<file path="src/rtl/pixel_readout_capture_pkg.sv">
// Shared sensor definitions: capture FSM states, buffered word layout and
// default frame geometry common to the sequencing controller and capture side.
package sensor_pkg;

  localparam int PIXEL_COUNT = 4;
  localparam int DATA_WIDTH  = 8;

  typedef enum logic [2:0] {
    WAIT_ERASE = 3'd0,
    ERASED     = 3'd1,
    EXPOSED    = 3'd2,
    CONVERTED  = 3'd3,
    READING    = 3'd4
  } capture_state_t;

  // Word layout as stored in the output FIFO (MSB first).
  typedef struct packed {
    logic                  sof;
    logic                  eof;
    logic [DATA_WIDTH-1:0] data;
  } pixel_word_t;

endpackage

</file>
<file path="src/rtl/pixel_readout_capture_sync_fifo.sv">
// Registered show-ahead FIFO: dout always reflects the head entry.
module sync_fifo #(
  parameter int WIDTH = 10,
  parameter int DEPTH = 4
) (
  input  logic             clk,
  input  logic             reset,
  input  logic             push,
  input  logic             pop,
  input  logic [WIDTH-1:0] din,
  output logic [WIDTH-1:0] dout,
  output logic             full,
  output logic             empty
);

  localparam int AW = $clog2(DEPTH);

  logic [WIDTH-1:0] r_mem [DEPTH];
  logic [AW-1:0]    r_wr, r_rd;
  logic [AW:0]      r_cnt;
  logic             w_do_push, w_do_pop;

  assign empty     = (r_cnt == '0);
  assign full      = (r_cnt == (AW+1)'(DEPTH));
  assign w_do_pop  = pop && !empty;
  // A full FIFO still accepts a word when the head leaves in the same cycle.
  assign w_do_push = push && (!full || w_do_pop);
  assign dout      = r_mem[r_rd];

  always_ff @(posedge clk or posedge reset) begin
    if (reset) begin
      r_wr  <= '0;
      r_rd  <= '0;
      r_cnt <= '0;
      for (int i = 0; i < DEPTH; i++) r_mem[i] <= '0;
    end else begin
      if (w_do_push) begin
        r_mem[r_wr] <= din;
        r_wr        <= r_wr + 1'b1;
      end
      if (w_do_pop) r_rd <= r_rd + 1'b1;
      case ({w_do_push, w_do_pop})
        2'b10:   r_cnt <= r_cnt + 1'b1;
        2'b01:   r_cnt <= r_cnt - 1'b1;
        default: r_cnt <= r_cnt;
      endcase
    end
  end

endmodule

</file>
<file path="src/rtl/pixel_readout_capture.sv">
// Capture side of the sensor sequencer: checks phase/index order and buffers pixels.
// Optional frame checksum output enabled by defining PIXEL_CAPTURE_CHECKSUM_EN.
module pixel_readout_capture
  import sensor_pkg::*;
#(
  parameter int PIXEL_COUNT = sensor_pkg::PIXEL_COUNT,
  parameter int DATA_WIDTH  = sensor_pkg::DATA_WIDTH,
  parameter int FIFO_DEPTH  = 4
) (
  input  logic                           clk,
  input  logic                           reset,
  input  logic                           erase,
  input  logic                           expose,
  input  logic                           convert,
  input  logic                           read,
  input  logic [$clog2(PIXEL_COUNT)-1:0] pixel_select,
  input  logic [DATA_WIDTH-1:0]          pixel_data,
  output logic [DATA_WIDTH-1:0]          out_data,
  output logic                           out_valid,
  input  logic                           out_ready,
  output logic                           out_sof,
  output logic                           out_eof,
  output logic                           frame_done,
  output logic                           seq_error,
  output logic                           overflow
`ifdef PIXEL_CAPTURE_CHECKSUM_EN
  ,
  output logic [DATA_WIDTH+$clog2(PIXEL_COUNT)-1:0] frame_checksum
`endif
);

  localparam int IDXW = $clog2(PIXEL_COUNT);
  localparam int WW   = DATA_WIDTH + 2;
  localparam logic [IDXW-1:0] LAST_IDX = IDXW'(PIXEL_COUNT - 1);

  capture_state_t  r_state, w_next;
  logic [IDXW-1:0] r_idx;
  logic            r_seq_error, r_overflow, r_frame_done;
  logic            w_err, w_cap, w_cap_ok, w_enter, w_last, w_multi;
  logic            w_pop, w_drop, w_full, w_empty;
  logic [WW-1:0]   w_din, w_dout;

  assign w_multi  = ($countones({erase, expose, convert, read}) > 1);
  assign w_last   = (r_idx == LAST_IDX);
  assign w_cap_ok = w_cap && (pixel_select == r_idx);

  always_comb begin
    w_next  = r_state;
    w_err   = 1'b0;
    w_cap   = 1'b0;
    w_enter = 1'b0;
    if (w_multi) begin
      w_err  = 1'b1;
      w_next = WAIT_ERASE;
    end else begin
      case (r_state)
        WAIT_ERASE: if (erase) begin
                      w_next  = ERASED;
                      w_enter = 1'b1;
                    end else if (expose || convert || read) w_err = 1'b1;
        ERASED:     if (expose) w_next = EXPOSED;
                    else if (convert || read) w_err = 1'b1;
        EXPOSED:    if (convert) w_next = CONVERTED;
                    else if (erase || read) w_err = 1'b1;
        CONVERTED:  if (read) w_cap = 1'b1;
                    else if (erase || expose) w_err = 1'b1;
        READING:    if (read) w_cap = 1'b1;
                    else w_err = 1'b1;  // read fell before the last pixel
        default:    w_next = WAIT_ERASE;
      endcase
      if (w_err) w_next = WAIT_ERASE;
      if (w_cap) begin
        if (!w_cap_ok) begin
          w_err  = 1'b1;
          w_next = WAIT_ERASE;
        end else begin
          w_next = w_last ? WAIT_ERASE : READING;
        end
      end
    end
  end

  assign w_din  = {(r_idx == '0), w_last, pixel_data};
  assign w_pop  = out_ready && !w_empty;
  // Index still advances on a dropped word so the frame stays aligned.
  assign w_drop = w_cap_ok && w_full && !w_pop;

  always_ff @(posedge clk or posedge reset) begin
    if (reset) begin
      r_state      <= WAIT_ERASE;
      r_idx        <= '0;
      r_seq_error  <= 1'b0;
      r_overflow   <= 1'b0;
      r_frame_done <= 1'b0;
    end else begin
      r_state      <= w_next;
      r_frame_done <= w_cap_ok && w_last && !r_seq_error && !r_overflow && !w_drop;
      if (w_enter) begin
        r_idx       <= '0;
        r_seq_error <= 1'b0;
        r_overflow  <= 1'b0;
      end else begin
        if (w_cap_ok) r_idx <= r_idx + 1'b1;
        if (w_err)    r_seq_error <= 1'b1;
        if (w_drop)   r_overflow  <= 1'b1;
      end
    end
  end

`ifdef PIXEL_CAPTURE_CHECKSUM_EN
  logic [DATA_WIDTH+IDXW-1:0] r_acc, r_checksum, w_sum;
  assign w_sum = r_acc + (DATA_WIDTH+IDXW)'(pixel_data);

  always_ff @(posedge clk or posedge reset) begin
    if (reset) begin
      r_acc      <= '0;
      r_checksum <= '0;
    end else begin
      if (w_enter)       r_acc <= '0;
      else if (w_cap_ok) r_acc <= w_sum;
      if (w_cap_ok && w_last && !r_seq_error && !r_overflow && !w_drop)
        r_checksum <= w_sum;
    end
  end
  assign frame_checksum = r_checksum;
`endif

  sync_fifo #(.WIDTH(WW), .DEPTH(FIFO_DEPTH)) u_fifo (
    .clk   (clk),
    .reset (reset),
    .push  (w_cap_ok),
    .pop   (w_pop),
    .din   (w_din),
    .dout  (w_dout),
    .full  (w_full),
    .empty (w_empty)
  );

  assign out_valid  = !w_empty;
  assign out_sof    = w_dout[WW-1];
  assign out_eof    = w_dout[WW-2];
  assign out_data   = w_dout[DATA_WIDTH-1:0];
  assign frame_done = r_frame_done;
  assign seq_error  = r_seq_error;
  assign overflow   = r_overflow;

endmodule

</file>
<file path="config.mk">
export PLATFORM = sky130hd
export DESIGN_NAME = pixel_readout_capture
export DESIGN_NICKNAME = d
export VERILOG_FILES = /design/src/rtl/pixel_readout_capture_pkg.sv /design/src/rtl/pixel_readout_capture_sync_fifo.sv /design/src/rtl/pixel_readout_capture.sv
export SDC_FILE = /design/constraint.sdc
export NUM_CORES = 1
export LEC_CHECK = 0
export ABC_AREA = 1
export CORE_MARGIN = 5
export CORE_UTILIZATION = 50
export CTS_CLUSTER_DIAMETER = 60
export DETAILED_ROUTE_END_ITERATION = 8
export GPL_TIMING_DRIVEN = 0
export HOLD_SLACK_MARGIN = 0.12
export MAX_ROUTING_LAYER = met4
export PLACE_DENSITY_LB_ADDON = 0.05
export SYNTH_ARGS = -nofsm -noshare
export SYNTH_HDL_FRONTEND = slang
export SYNTH_SLANG_ARGS = --single-unit
</file>
<file path="constraint.sdc">
create_clock -name clk -period 3 [get_ports clk]
set_input_delay 0.45 -clock clk [delete_from_list [all_inputs] [get_ports clk]]
set_output_delay 0.45 -clock clk [all_outputs]
set_load 0.005 [all_outputs]
</file>
==> qor.yml, run 1 <==
outcome: "complete, no violations"
p_int_w: 0.00147
place_congestion: 0.884
drc: 0
p_sw_w: 0.000852
clockPowerShare: 0.224
ir_drop_v: 0.000430
synth_top_family_by_area: "simple AND/OR/NAND/NOR gates"
yosysTopAreaCell: "dfrtp_1"
swShare: 0.367
required_ns: 3.24
start_util: 0.506
rr_endpoint: "u_fifo.r_cnt[2]"
rsz0062_at_grt: "no"
ioPinCount: 31
via_per_inst: 5.52
finalHoldViolations: 0
slew_headroom: 0.593
max-cap-violations: 0
crit_chain: "clkdlybuf4s50_1, inv_2, fa_1, nand2_1, nand2_2, nand3_2, nor2_4, buf_12, nand2_2, ha_1, inv_2, fa_2, o21ai_1"
max-clock-path-buffers: 2
synthTopCellsByCount: "102 x nand2_1, 55 x dfrtp_1, 45 x nand4_1"
clkTransAtPathRegs_ns: 0.10
met3_length_um: 431
overflow: 0
finalMaxSlewViolations: 0
cts_tree: "built"
root_buffer: "clkbuf_8"
synth-simple-area-share: 0.327
rows: 28
ys_types: 24
synth_xor_area_frac: 0.0207
critPathSlowestCell: "fa_1"
worstPathArrival_ns: 3.12
synth-async-reset-ratio: 1.00
p_comb_frac: 0.415
tightestPinTransition_ns: 0.610
wl_met2_um: 3530
die_y_um: 86.9
grt_pass1_wl_um: 12600
seqPwrFrac: 0.360
synth_most_common_cell: "nand2_1"
port_buffers: 30
finalSetupViolCount: 0
syn_area_per_cell_um2: 8.18
synth_top_area_share: 0.465
antenna_cells: 0
layout-drive-gt1-share: 0.102
synth_area_leaders: "dfrtp_1 46%, nand2_1 13%, nand4_1 9.5%"
leakage_nw: 1.76
clk_latency_ns: 0.32
synth_nets: 389
hp-class: "input port to async pin"
synth_warnings: 0
period_needed_ns: 2.88
die_area_um2: 7560
wl_met1_um: 3690
synth_fa_ha_area_frac: 0.0473
criticalPathCategory: "input port to flip-flop"
cts_hold_buf: 0
placedCellCount: 468
fin_worst_skew_ns: 0.00996
htreeDepth: 2
cts_buffers: 5
cp-startpoint: "erase"
die_x_um: 86.9
r2r_slack_ns: 0.82
power_w: 0.00232
max_freq_mhz: 348
vias: 2639
track_usage: 0.220
first_pass_iters: 4
cts.sinks: 55
antenna_found_initial: 0
synth_seq_cells: 55
core_um2: 5850
synth_edf_count: 0
top_layer: "met4"
synth-seq-area-share: 0.465
final_nets: 429
endpoint_kind: "flip-flop"
reg2reg_from: "u_fifo.r_cnt[1]"
first_global_vias: 2556
hpwl_um: 5130
cpPeakStageDelay_ns: 0.54
drt_iter0_drc: 194
start_kind: "input port"
r2r_cells: 10
synth_compound_area_frac: 0.0748
wl_um: 7740
finalCritPeriodShare: 0.959
synth_ff_type: "dfrtp_1"
wl_per_cell_um: 16.2
ant_nets: 0
area_delta_synth_final_pct: 19.2
synthesis.area_um2: 2960
pwr_density_cell_nw_per_um2: 658
path_max_fanout: 10
stdcell_count: 478
grt_max_degree: 42
synthMuxAreaShare: 0
synthCells: 362
## cell families (layout without fill, tap and decap cells)
group,Yosys count,in the layout
AND/OR/NAND/NOR,203,203
flip-flops,55,55
buffers and inverters,46,87
AO/OA/AOI/OAI,41,41
adder cells (fa/ha/maj),10,10
XOR/XNOR,7,7
## power groups by stage
stage               combinational (W)  sequential, W  clock (W)
floorplan                    0.000542       0.000842          0
global placement             0.000931       0.000849          0
detailed placement           0.000945       0.000850          0
CTS                          0.000952       0.000836   0.000524
global route                  0.00106       0.000845   0.000564
finish                       0.000965       0.000837   0.000521
## stage by stage
step	area [um^2]	utilization	worst slack [ns]	setup TNS, ns	hold WS [ns]
floorplan	2960	-	0.327	0	0.437
global placement	3350	0.573	-0.398	-0.699	0.449
detailed placement	3370	0.577	-0.428	-0.853	0.454
CTS	3500	0.598	0.00259	0	0.420
global route	3530	0.603	0.00921	0	0.431
finish	3530	0.603	0.123	0	0.402
## how the worst max path moves through the flow
stage | to | slack, ns | cells after the start
2_1_floorplan | u_fifo.r_cnt[2] | 0.33 | 14
3_3_place_gp | u_fifo.r_cnt[2] | -0.40 | 15
3_5_place_dp | u_fifo.r_cnt[2] | -0.43 | 15
4_1_cts | u_fifo.r_cnt[2] | 0.003 | 15
5_1_grt | u_fifo.r_cnt[2] | 0.009 | 15
6_report | u_fifo.r_cnt[1] | 0.12 | 13
## sequential cells by signal, indices dropped and copies added (netlist names)
signal        flops
seq_error         1
u_fifo.r_wr       2
u_fifo.r_cnt      3
u_fifo.r_mem     40
r_state           3
overflow          1
u_fifo.r_rd       2
frame_done        1
r_idx             2
## critical path, delay by kind of cell
| family | cells | cell delay [ns] |
|---|---|---|
| adder cells (fa/ha/maj) | 3 | 1.17 |
| AND/OR/NAND/NOR | 5 | 0.55 |
| buffers and inverters | 4 | 0.82 |
| AO/OA/AOI/OAI | 1 | 0.13 |
## layer usage
layer / GRT usage / vias up
li1: - / 1298
met2: 0.334 / 86
met1: 0.312 / 1243
met5: - / -
met4: 0.0538 / 0
met3: 0.0322 / 12
## timing repair
| action | CTS | global route |
|---|---|---|
| pin swaps | 0 | 1 |
| gates resized for setup | 3 | 8 |
| buffers inserted | 0 | 2 |
| setup endpoints to repair | 2 | 2 |
| hold endpoints to repair | 0 | 0 |
| gates cloned | 0 | 0 |
## layout by cell type (no fill, tap or decap)
cell type        netlist  layout
a21oi_1                3       3
and2_1                 1       1
buf_12                 0       2
buf_2                 11      11
buf_4                  0       2
bufinv_16              0       1
clkbuf_1              10      10
clkbuf_8               0       6
clkdlybuf4s50_1        0      29
clkinv_2               0       1
dfrtp_1               55      55
dlymetal6s2s_1         0       1
fa_1                   2       1
fa_2                   0       1
ha_1                   8       8
inv_1                 21      17
inv_2                  3       7
nand2_1              102     101
nand2_2                1       2
nand3_1               15      14
nand3_2                1       2
nand3_4                4       4
nand4_1               45      45
nor2_1                33      33
nor2_4                 1       1
o21ai_0               24      22
o21ai_1                3       5
o21ai_2                1       1
o22ai_1               10      10
xnor2_1                3       3
xor2_1                 4       4
## cell type report
class	instances	area, um^2
inverters	24	90.1
fillers	533	2320
flip-flops and latches	55	1380
repair buffers	33	338
multi-input cells	261	1400
clock inverters	2	35.0
well taps	75	93.8
plain buffers	22	113
clock buffers	6	82.6
(Power assumes the default switching activity.)
==> inputs of run 2 (changes only) <==
Settings changed: ABC_CLOCK_PERIOD_IN_PS set to 3000, RECOVER_POWER set to 25.
==> run 2 against run 1 <==
Against the previous run: final area decreased by 0.43%; count of clock-buffer cells in the layout unchanged; wire length increased by 0.22%; clock skew decreased by 0.0017 ns; maximum frequency increased by 0.11%; critical path depth unchanged; power decreased by 0.13%; clock power about the same; critical path type unchanged; critical endpoint unchanged; largest power group unchanged.
==> qor.yml, run 2 (synthesized netlist as in run 1, its figures left out) <==
die_x_um: 86.9  # unchanged
setup_tns_ns: 0  # unchanged
antenna_found_initial: 0  # unchanged
first_pass_iters: 5  # was 4
via_per_inst: 5.57  # was 5.52
area_delta_synth_final_pct: 18.7  # was 19.2%
path_max_fanout: 10  # unchanged
layout_common_cells: "101 x nand2_1, 55 x dfrtp_1, 45 x nand4_1"  # unchanged
ir_drop_v: 0.000430  # about the same
path_delay_family: "adder cells"  # unchanged
hold-path-endpoint: "u_fifo.r_mem[28]"
die_area_um2: 7560  # unchanged
leakage_nw: 1.76  # about the same
ant_nets: 0  # unchanged
top_layer: "met4"  # unchanged
drc: 0  # unchanged
fin_worst_skew_ns: 0.00828  # was 0.00996 ns
antenna_cells: 0  # unchanged
max-cap-violations: 0  # unchanged
cts.sinks: 55  # unchanged
outcome: "complete, no violations"  # unchanged
layout-drive-gt1-share: 0.0993  # was 0.102
cts_hold_buf: 0  # unchanged
track_usage: 0.220  # unchanged
overflow: 0  # unchanged
max_freq_mhz: 348  # about the same
regMostFlops: "u_fifo.r_mem"  # unchanged
critPathSlowestCell: "fa_1"  # unchanged
endpoint_kind: "flip-flop"  # unchanged
die_y_um: 86.9  # unchanged
largest_reg_flops: 40  # unchanged
final_nets: 429  # unchanged
reg_top3: "u_fifo.r_mem: 40 flops, r_state: 3 flops, u_fifo.r_cnt: 3 flops"  # unchanged
cpPeakStageDelay_ns: 0.54  # about the same
drt_iter0_drc: 258  # was 194
hp-class: "flip-flop to flip-flop"  # was input port to async pin
worstPathArrival_ns: 3.12  # about the same
hpwl_um: 5130  # unchanged
crit_chain: "clkdlybuf4s50_1, inv_2, fa_1, nand2_1, nand2_2, nand3_2, nor2_4, buf_12, nand2_2, ha_1, inv_2, fa_2, o21ai_1"  # unchanged
reg2reg_from: "u_fifo.r_cnt[1]"  # unchanged
nFillCells: 534  # was 533
vias: 2663  # was 2,639
r2r_slack_ns: 0.82  # about the same
grt_max_degree: 42  # unchanged
max-clock-path-buffers: 2  # unchanged
cts_buffers: 5  # unchanged
rows: 28  # unchanged
r2r_cells: 10  # unchanged
criticalPathCategory: "input port to flip-flop"  # unchanged
period_needed_ns: 2.87  # was 2.88 ns
htreeDepth: 2  # unchanged
finalCritPeriodShare: 0.958  # was 0.959
slew_headroom: 0.296  # was 0.593
met3_length_um: 371  # was 431 um
wl_um: 7760  # was 7740 um
wl_per_cell_um: 16.2  # about the same
finalMaxSlewViolations: 0  # unchanged
ioPinCount: 31  # unchanged
place_congestion: 0.884  # unchanged
start_kind: "input port"  # unchanged
rr_endpoint: "u_fifo.r_cnt[2]"  # unchanged
whs_path_depth: 2
clk_latency_ns: 0.31  # was 0.32 ns
wl_met2_um: 3600  # was 3530 um
rsz0062_at_grt: "no"  # unchanged
port_buffers: 30  # unchanged
min_from: "u_fifo.r_mem[28]"
clkTransAtPathRegs_ns: 0.10  # about the same
wl_met1_um: 3690  # about the same
pwr_density_cell_nw_per_um2: 660  # was 658 nW/um^2
start_util: 0.506  # unchanged
cts_tree: "built"  # unchanged
final_util: 0.601  # was 0.603
core_um2: 5850  # unchanged
finalSetupViolCount: 0  # unchanged
finalHoldViolations: 0  # unchanged
root_buffer: "clkbuf_8"  # unchanged
critPathBufInv: 4  # unchanged
required_ns: 3.24  # about the same
first_global_vias: 2556  # unchanged
layout_commonest_cell: "nand2_1"  # unchanged
tightestPinTransition_ns: 1.06  # was 0.610 ns
grt_pass1_wl_um: 12600  # unchanged
==> run 2: cell types whose count changed in the layout (fill, tap and decap cells not counted), sizes merged <==
| cell | before | now |
|---|---|---|
| buf | 15 | 14 |
| dlygate4sd3 | 0 | 1 |
| clkbuf | 16 | 17 |
| clkdlybuf4s50 | 29 | 28 |
==> run 2: how the worst max path moves through the flow <==
| stage | startpoint | endpoint | slack (ns) | depth (start not counted) |
|---|---|---|---|---|
| 2_1_floorplan | erase | u_fifo.r_cnt[2] | 0.33 | 14 |
| 3_3_place_gp | read | u_fifo.r_cnt[2] | -0.40 | 15 |
| 3_5_place_dp | read | u_fifo.r_cnt[2] | -0.43 | 15 |
| 4_1_cts | erase | u_fifo.r_cnt[2] | 0.003 | 15 |
| 5_1_grt | erase | u_fifo.r_cnt[2] | 0.009 | 15 |
| 6_report | erase | u_fifo.r_cnt[1] | 0.13 | 13 |
==> run 2: worst reg2reg max path, cell delays in order, from the launching register on <==
cell and delay [ns]:
dfrtp_1 0.41, nor2_1 0.22, nand3_1 0.09, buf_2 0.23, nand2_2 0.15, ha_1 0.17
inv_2 0.06, fa_2 0.38, a21oi_1 0.14, o21ai_1 0.08, xor2_1 0.14
==> run 2: area by class of cell <==
cell class | instances | area [um^2] | area share
well taps | 75 | 93.8 | 0.0267
clock buffers | 6 | 82.6 | 0.0235
plain buffers | 22 | 113 | 0.0321
flip-flops and latches | 55 | 1380 | 0.392
inverters | 24 | 90.1 | 0.0256
repair buffers | 33 | 323 | 0.0919
clock inverters | 2 | 35.0 | 0.00997
multi-input cells | 261 | 1400 | 0.399
==> run 2: report_power, final <==
group | internal [W] | switching, W
Combinational | 0.000400 | 0.000562
Clock | 0.000271 | 0.000249
Sequential | 0.000798 | 0.0000391
==> run 2: repair_timing <==
item	4_1_cts	5_1_grt
setup buffers	0	2
pin swaps	0	1
cloned	0	0
gates resized for setup	3	8
endpoints found under the setup margin	2	2
==> run 2: per-stage QoR <==
step / cell area, um^2 / hold WS, ns / instances / worst slack [ns] / power, W
2_1_floorplan: 2960 / 0.437 / 362 / 0.327 / 0.00138
3_3_place_gp: 3350 / 0.449 / 467 / -0.398 / 0.00178
3_5_place_dp: 3370 / 0.454 / 468 / -0.428 / 0.00179
4_1_cts: 3500 / 0.420 / 476 / 0.00259 / 0.00231
5_1_grt: 3510 / 0.502 / 478 / 0.00921 / 0.00246
6_report: 3510 / 0.474 / 478 / 0.126 / 0.00232
==> run 2: metal layers <==
metal  vias to the layer above  GRT usage
li1                       1303          -
met1                      1265      0.312
met2                        85      0.334
met3                        10     0.0322
met4                         0     0.0538
met5                         -          -
==> inputs of run 3 (changes only) <==
Settings changed: HOLD_SLACK_MARGIN 0.12 to 0.08.
==> results of run 3 <==
Same layout as run 2: the final DEF is identical, and so are final timing and power.
